--- src/rtl/alu_arbiter.sv ---
// Round-robin arbiter sharing one ALU between two valid/ready requesters.
// Define ALU_ARB_FIXED_PRIO_EN to make port 0 win every contention.
module alu_arbiter #(
   parameter int unsigned ALU_LAT = 1,
   parameter int unsigned WIDTH   = 32
) (
   input  logic             clk,
   input  logic             reset,
   input  logic             req0_valid,
   output logic             req0_ready,
   input  logic [3:0]       req0_op,
   input  logic [WIDTH-1:0] req0_a,
   input  logic [WIDTH-1:0] req0_b,
   output logic             rsp0_valid,
   input  logic             rsp0_ready,
   output logic [WIDTH-1:0] rsp0_data,
   output logic [2:0]       rsp0_flags,
   input  logic             req1_valid,
   output logic             req1_ready,
   input  logic [3:0]       req1_op,
   input  logic [WIDTH-1:0] req1_a,
   input  logic [WIDTH-1:0] req1_b,
   output logic             rsp1_valid,
   input  logic             rsp1_ready,
   output logic [WIDTH-1:0] rsp1_data,
   output logic [2:0]       rsp1_flags,
   output logic [WIDTH-1:0] alu_inp1,
   output logic [WIDTH-1:0] alu_inp2,
   output logic [3:0]       alu_operation,
   input  logic [WIDTH-1:0] alu_out,
   input  logic             alu_carry,
   input  logic             alu_zero,
   input  logic             alu_sign,
   output logic             busy,
   output logic             grant_id
);

   // state | meaning
   // IDLE  | waiting for a request; arbitration winner sees req_ready
   // EXEC  | latched operands on the ALU, counting down ALU_LAT cycles
   // RESP  | captured result presented on rsp[grant_id] until accepted
   typedef enum logic [1:0] {IDLE, EXEC, RESP} state_t;

   localparam logic [3:0] LAT_INIT = 4'(ALU_LAT);

   state_t           r_state;
   state_t           w_next_state;
   logic [3:0]       r_cnt;
   logic [3:0]       r_op;
   logic [WIDTH-1:0] r_a;
   logic [WIDTH-1:0] r_b;
   logic             r_grant;
   logic [WIDTH-1:0] r_data;
   logic [2:0]       r_flags;

   logic w_win;
   logic w_any;
   logic w_accept;
   logic w_capture;
   logic w_done;
   logic w_rsp_ready;

   assign w_any       = req0_valid | req1_valid;
   assign w_rsp_ready = r_grant ? rsp1_ready : rsp0_ready;

`ifdef ALU_ARB_FIXED_PRIO_EN
   assign w_win = ~req0_valid & req1_valid;
`else
   logic r_last_grant;

   always_comb begin
      w_win = req1_valid;
      if (req0_valid && req1_valid) begin
         w_win = ~r_last_grant;
      end
   end

   // Reset to 1 so port 0 wins the first contention.
   always_ff @(posedge clk or negedge reset) begin
      if (!reset) begin
         r_last_grant <= 1'b1;
      end else if (w_done) begin
         r_last_grant <= r_grant;
      end
   end
`endif

   always_ff @(posedge clk or negedge reset) begin
      if (!reset) begin
         r_state <= IDLE;
      end else begin
         r_state <= w_next_state;
      end
   end

   always_comb begin
      w_next_state = r_state;
      w_accept     = 1'b0;
      w_capture    = 1'b0;
      w_done       = 1'b0;
      req0_ready   = 1'b0;
      req1_ready   = 1'b0;
      case (r_state)
         IDLE: begin
            if (w_any) begin
               w_accept     = 1'b1;
               req0_ready   = ~w_win;
               req1_ready   = w_win;
               w_next_state = EXEC;
            end
         end
         EXEC: begin
            if (r_cnt == 4'd1) begin
               w_capture    = 1'b1;
               w_next_state = RESP;
            end
         end
         RESP: begin
            if (w_rsp_ready) begin
               w_done       = 1'b1;
               w_next_state = IDLE;
            end
         end
         default: w_next_state = IDLE;
      endcase
   end

   always_ff @(posedge clk or negedge reset) begin
      if (!reset) begin
         r_cnt   <= 4'd0;
         r_op    <= 4'd0;
         r_a     <= '0;
         r_b     <= '0;
         r_grant <= 1'b0;
         r_data  <= '0;
         r_flags <= 3'd0;
      end else begin
         if (w_accept) begin
            r_cnt   <= LAT_INIT;
            r_grant <= w_win;
            r_op    <= w_win ? req1_op : req0_op;
            r_a     <= w_win ? req1_a  : req0_a;
            r_b     <= w_win ? req1_b  : req0_b;
         end else if (r_state == EXEC) begin
            r_cnt <= r_cnt - 4'd1;
         end
         if (w_capture) begin
            r_data  <= alu_out;
            r_flags <= {alu_carry, alu_zero, alu_sign};
         end
      end
   end

   assign alu_inp1      = r_a;
   assign alu_inp2      = r_b;
   assign alu_operation = r_op;

   assign rsp0_valid = (r_state == RESP) && !r_grant;
   assign rsp1_valid = (r_state == RESP) &&  r_grant;
   assign rsp0_data  = r_data;
   assign rsp1_data  = r_data;
   assign rsp0_flags = r_flags;
   assign rsp1_flags = r_flags;

   assign busy     = (r_state != IDLE);
   assign grant_id = r_grant;

endmodule

--- config.mk ---
export PLATFORM = sky130hd
export DESIGN_NAME = alu_arbiter
export DESIGN_NICKNAME = d
export VERILOG_FILES = /design/src/rtl/alu_arbiter.sv
export SDC_FILE = /design/constraint.sdc
export NUM_CORES = 1
export LEC_CHECK = 0
export CORE_UTILIZATION = 36
export CTS_CLUSTER_SIZE = 8
export DETAILED_ROUTE_END_ITERATION = 16
export PLACE_DENSITY = 0.74
export SLEW_MARGIN = 20
export SYNTH_ARGS = -nofsm -noshare
export SYNTH_HDL_FRONTEND = slang
export SYNTH_SLANG_ARGS = --single-unit
export TNS_END_PERCENT = 20
--- constraint.sdc ---
create_clock -name clk -period 1.5 [get_ports clk]
set_input_delay 0.3 -clock clk [delete_from_list [all_inputs] [get_ports clk]]
set_output_delay 0.3 -clock clk [all_outputs]
set_load 0.05 [all_outputs]
# --- Yosys cells after proc, flatten, opt, wreduce, memory -nomap -nowiden ---
# Cells that the tools add are included.
# W data, S select, Z words.
op_classes:
  add_sub_neg: 1
  n_mux: 21
  eq_ne: 6
  bitwise_logic: 3
  n_reduce_logical: 8
op_table:
  columns: ["operator", "n"]
  rows:
  - ["$mux W32", 2]
  - ["$mux W1", 12]
  - ["$mux W4", 3]
  - ["$mux W2", 3]
  - ["$ne A2 B2 Y1 const B", 3]
  - ["$pmux W2 S3", 1]
  - ["$eq A4 B1 Y1 const B", 1]
  - ["$reduce_bool A2 Y1", 2]
  - ["$sub A4 B1 Y4 const B", 1]
  - ["$logic_and A1 B1 Y1", 3]
  - ["$reduce_and A3 Y1", 1]
  - ["$eq A2 B1 Y1 const B", 1]
  - ["$eq A2 B2 Y1 const B", 1]
  - ["$logic_not A2 Y1", 1]
  - ["$not A1 Y1", 2]
  - ["$logic_not A1 Y1", 1]
  - ["$or A1 B1 Y1", 1]
word_totals:
  out_inout_bits: 144
  ff_bits: 111
  wordCells: 48
  inputBits: 177

# --- Logic depth before layout (Yosys ltp) ---
depth:
  ltp_word: 5
  mapped_depth: 7
  depth_no_buf: 5

# --- Worst setup path after synthesis ---
# No wires, ideal clock.
synth_path:
  path_kind: "reg2out"
  from: "reg r_state[1]"
  to: "out req0_ready"
  arrival_ns: 1.658
  n_path_buf: 2
  path_slack_ns: -0.458
  t_required_ns: 1.200
  stages_incl_launch_ff: 6
  path_cell_list: "dfrtp_1 or2_1 buf_6 nor2_8 buf_8 and2_1"
synth_between:
  elab_chain_len: 2
synth_rtl:
  columns: ["element", "line_no", "source"]
  rows:
  - ["from (decl)", "46", "state_t r_state;"]
  - ["from (signal assigned)", "92", "r_state <= w_next_state;"]
  - ["$logic_not A2 Y1", "103", "case (r_state)"]
  - ["$mux W1", "103", null]
  - ["to (decl)", "10", "output logic req0_ready,"]
# No other way between the ends.

# --- Worst setup path after layout ---
layout_path:
  from: "reg r_last_grant"
  to: "out req0_ready"
layout_between:
  elab_chain_len: 5
layout_rtl:
  columns: ["element", "line_no", "source"]
  rows:
  - ["from (decl)", "69", "logic r_last_grant;"]
  - ["from (signal assigned)", "83", "r_last_grant <= r_grant;"]
  - ["$not A1 Y1", "74", "w_win = ~r_last_grant;"]
  - ["$mux W1", "73", "if (req0_valid && req1_valid) begin"]
  - ["$not A1 Y1", "107", "req0_ready = ~w_win;"]
  - ["$mux W1", "105", "if (w_any) begin"]
  - ["$mux W1", "103", null]
# No other way between the ends.

==> flow_metrics.env <==
export IMPL_h_tree_depth=3
export IMPL_die_h_um=131
export IMPL_dieArea_um2=17200
export IMPL_wl_per_cell_um=18.9
export IMPL_min_path_type="input pin to asynchronous set/reset pin"
export IMPL_critPathMaxFanout=4
export IMPL_row_count=46
export IMPL_tightest_slew_ps=325
export IMPL_cp_arrival_ps=1480
export IMPL_synth_xor_area_share_pct=0.292
export IMPL_synthAdderAreaFrac_pct=0.417
export IMPL_ys_warn_count=0
export IMPL_slew_headroom_pct=78.3
export IMPL_setup_viol=108
export IMPL_final_hold_viol_count=0
export IMPL_syn_to_final_growth_pct=85.9
export IMPL_syn_num_nets=551
export IMPL_worstSetupEndpointType="output pin"
export IMPL_finClkSkew_ps=6.70
export IMPL_violations="negative setup slack"
export IMPL_netlist_instances=372
export IMPL_die_w_um=131
export IMPL_grt_overflow=0
export IMPL_finalNetCount=856
export IMPL_grt_pass1_vias=4646
export IMPL_start_util_pct=37.4
export IMPL_pwr_density_cell_nw_per_um2=2700
export IMPL_pre_cts_ws_ps=-518
export IMPL_numCtsBuffers=9
export IMPL_max_cap_violations=0
export IMPL_path_clk_slew_ps=70
export IMPL_synth_seq_cells=111
export IMPL_critPathLaunchType="flop"
export IMPL_synth_area_um2=6010
export IMPL_vias=4160
export IMPL_drive_above_1_share_pct=54.5
export IMPL_synth_avg_cell_area_um2=16.1
export IMPL_dp_hpwl_um=12800
export IMPL_drc=0
export IMPL_vias_per_cell=4.63
export IMPL_yosys_area_share_simple_pct=1.96
export IMPL_fin_hold_ws_ps=544
export IMPL_insertion_delay_ps=340
export IMPL_portBuffers=320
export IMPL_max_freq_ghz=0.563
export IMPL_antenna_cells=0
export IMPL_cts_tree="done"
export IMPL_antenna_found_initial=0
export IMPL_leakagePower_uw=0.00511
export IMPL_core_area_um2=16100
export IMPL_synth_top_family_by_area="multiplexers"
export IMPL_boundaryPins=321
export IMPL_layout_min_cycle_time_ps=1780
export IMPL_tns_ps=-16340
export IMPL_routabilityCongestion=0.778
export IMPL_grt_max_degree=61
export IMPL_fin_crit_sh_pct=118
export IMPL_initialDrtViolationCount=64
export IMPL_grt_setup_unrepaired="yes"
export IMPL_finalMaxSlewViolations=0
export IMPL_root_buffer="clkbuf_16"
export IMPL_required_ps=1200
export IMPL_ys_seq_area_share_pct=46.3
export IMPL_grt_usage_pct=20.0
export IMPL_layout_setup_ws_ps=-275
export IMPL_clockBufferDepth=2
export IMPL_crit_type="flop to output pin"
export IMPL_status="finished with violations"
export IMPL_grt_pass1_wl_um=26500
export IMPL_drt_first_pass_iters=4
export IMPL_ir_worst_vdd_uv=1380
export IMPL_wl_um=16900
export IMPL_yosys_cell_types_count=29
export IMPL_synth_compound_area_share_pct=0.916
export IMPL_ant_nets=0
export IMPL_synthMuxAreaShare_pct=40.9
export IMPL_cts_sinks=111
through the flow:
step / cells / cell area (um2) / power [uW] / utilization (%)
global placement: 871 / 10600 / 27100 / 66.1
detailed placement: 871 / 10600 / 27600 / 66.1
floorplan: 372 / 6010 / 17600 / -
CTS: 896 / 11100 / 30300 / 69.1
finish: 898 / 11200 / 30100 / 69.5
global route: 898 / 11200 / 31100 / 69.5
metal layers:
layer | GRT usage, % | routed length, um | vias to the layer above
met5 | 0 | 0 | -
li1 | - | - | 1880
met3 | 4.51 | 1070 | 26
met1 | 21.4 | 6040 | 2045
met4 | 7.39 | 390 | 0
met2 | 37.8 | 9430 | 209
worst paths after layout:
kind                            slack, ps  cells after the start         start            end
worst max-delay path                 -280                      4  r_last_grant     req0_ready
worst max register to register       -270                      5  r_last_grant    alu_inp2[9]
max in group asynchronous             670                      3         reset   alu_inp1[15]
min in group clk                      550                      1      r_cnt[3]       r_cnt[3]
worst min-delay path                  540                      3         reset  rsp0_data[25]
worst min register to register        550                      1      r_cnt[3]       r_cnt[3]
cell usage in the layout (no fill, tap or decap), drive strengths merged, types with 2 or more instances in the layout:
cell type      instances
clkdlybuf4s50        173
mux2                 172
buf                  171
dfrtp                110
clkbuf                15
nor2                   5
o21ai                  3
nand2                  3
nand2b                 3
and2                   2
a21o                   2
clkinvlp               2
dlygate4sd2            2
inv                    2
or2                    2
ha                     2
synthesized netlist by cell type, drive strengths merged:
master	count	area share, %
xor2	1	0.15
mux2i	1	0.17
buf	55	9.1
nor3b	1	0.13
nand2b	3	0.31
dfrtp	110	46
xnor2	1	0.15
inv	2	0.13
or2	2	0.21
a21o	2	0.25
ha	2	0.42
nor2b	1	0.10
o21ai	3	0.25
a22o	1	0.15
mux2	172	41
nand3b	1	0.13
dfstp	1	0.44
nand2	3	0.19
and2	2	0.21
nor4	1	0.10
a21bo	1	0.17
o22ai	1	0.10
nor2	5	0.58
critical path: stages, from the launching register on:
cell     delay, ps
dfstp_2        560
a21bo_4        170
buf_12         130
and2_4         140
buf_12         130
power breakdown:
part | switching (uW) | internal (uW)
clock network | 1060 | 1350
logic | 9930 | 11100
registers | 2180 | 4560
cells by family (layout without fill, tap and decap cells):
logic type,after synthesis,count (layout)
buffers and inverters,57,367
multiplexers,173,173
adder cells (fa/ha/maj),2,2
AO/OA/AOI/OAI,8,8
AND/OR/NAND/NOR,19,19
flip-flops,111,111
XOR/XNOR,2,2
what timing repair did:
action	CTS	global route
setup endpoints to repair	108	109
pin swaps	4	0
gates resized for setup	17	5
gates cloned	3	2
hold endpoints to repair	110	0
buffers inserted	5	0
hold buffers	1	0
state kept, by name, summed over array words and instances (netlist names):
register       cells
alu_inp1          32
r_state            2
grant_id           1
r_cnt              4
r_last_grant       1
alu_operation      4
alu_inp2          32
rsp0_flags         3
rsp0_data         32
final cells by class:
| type | instances | area [um2] |
|---|---|---|
| clock inverter | 3 | 45.0 |
| fill | 1022 | 4890 |
| multi-input combinational | 204 | 2740 |
| timing repair buffer | 349 | 5070 |
| clock buffer | 13 | 250 |
| inverter | 2 | 7.51 |
| tap | 216 | 270 |
| sequential | 111 | 2780 |
(Power assumes the default switching activity.)
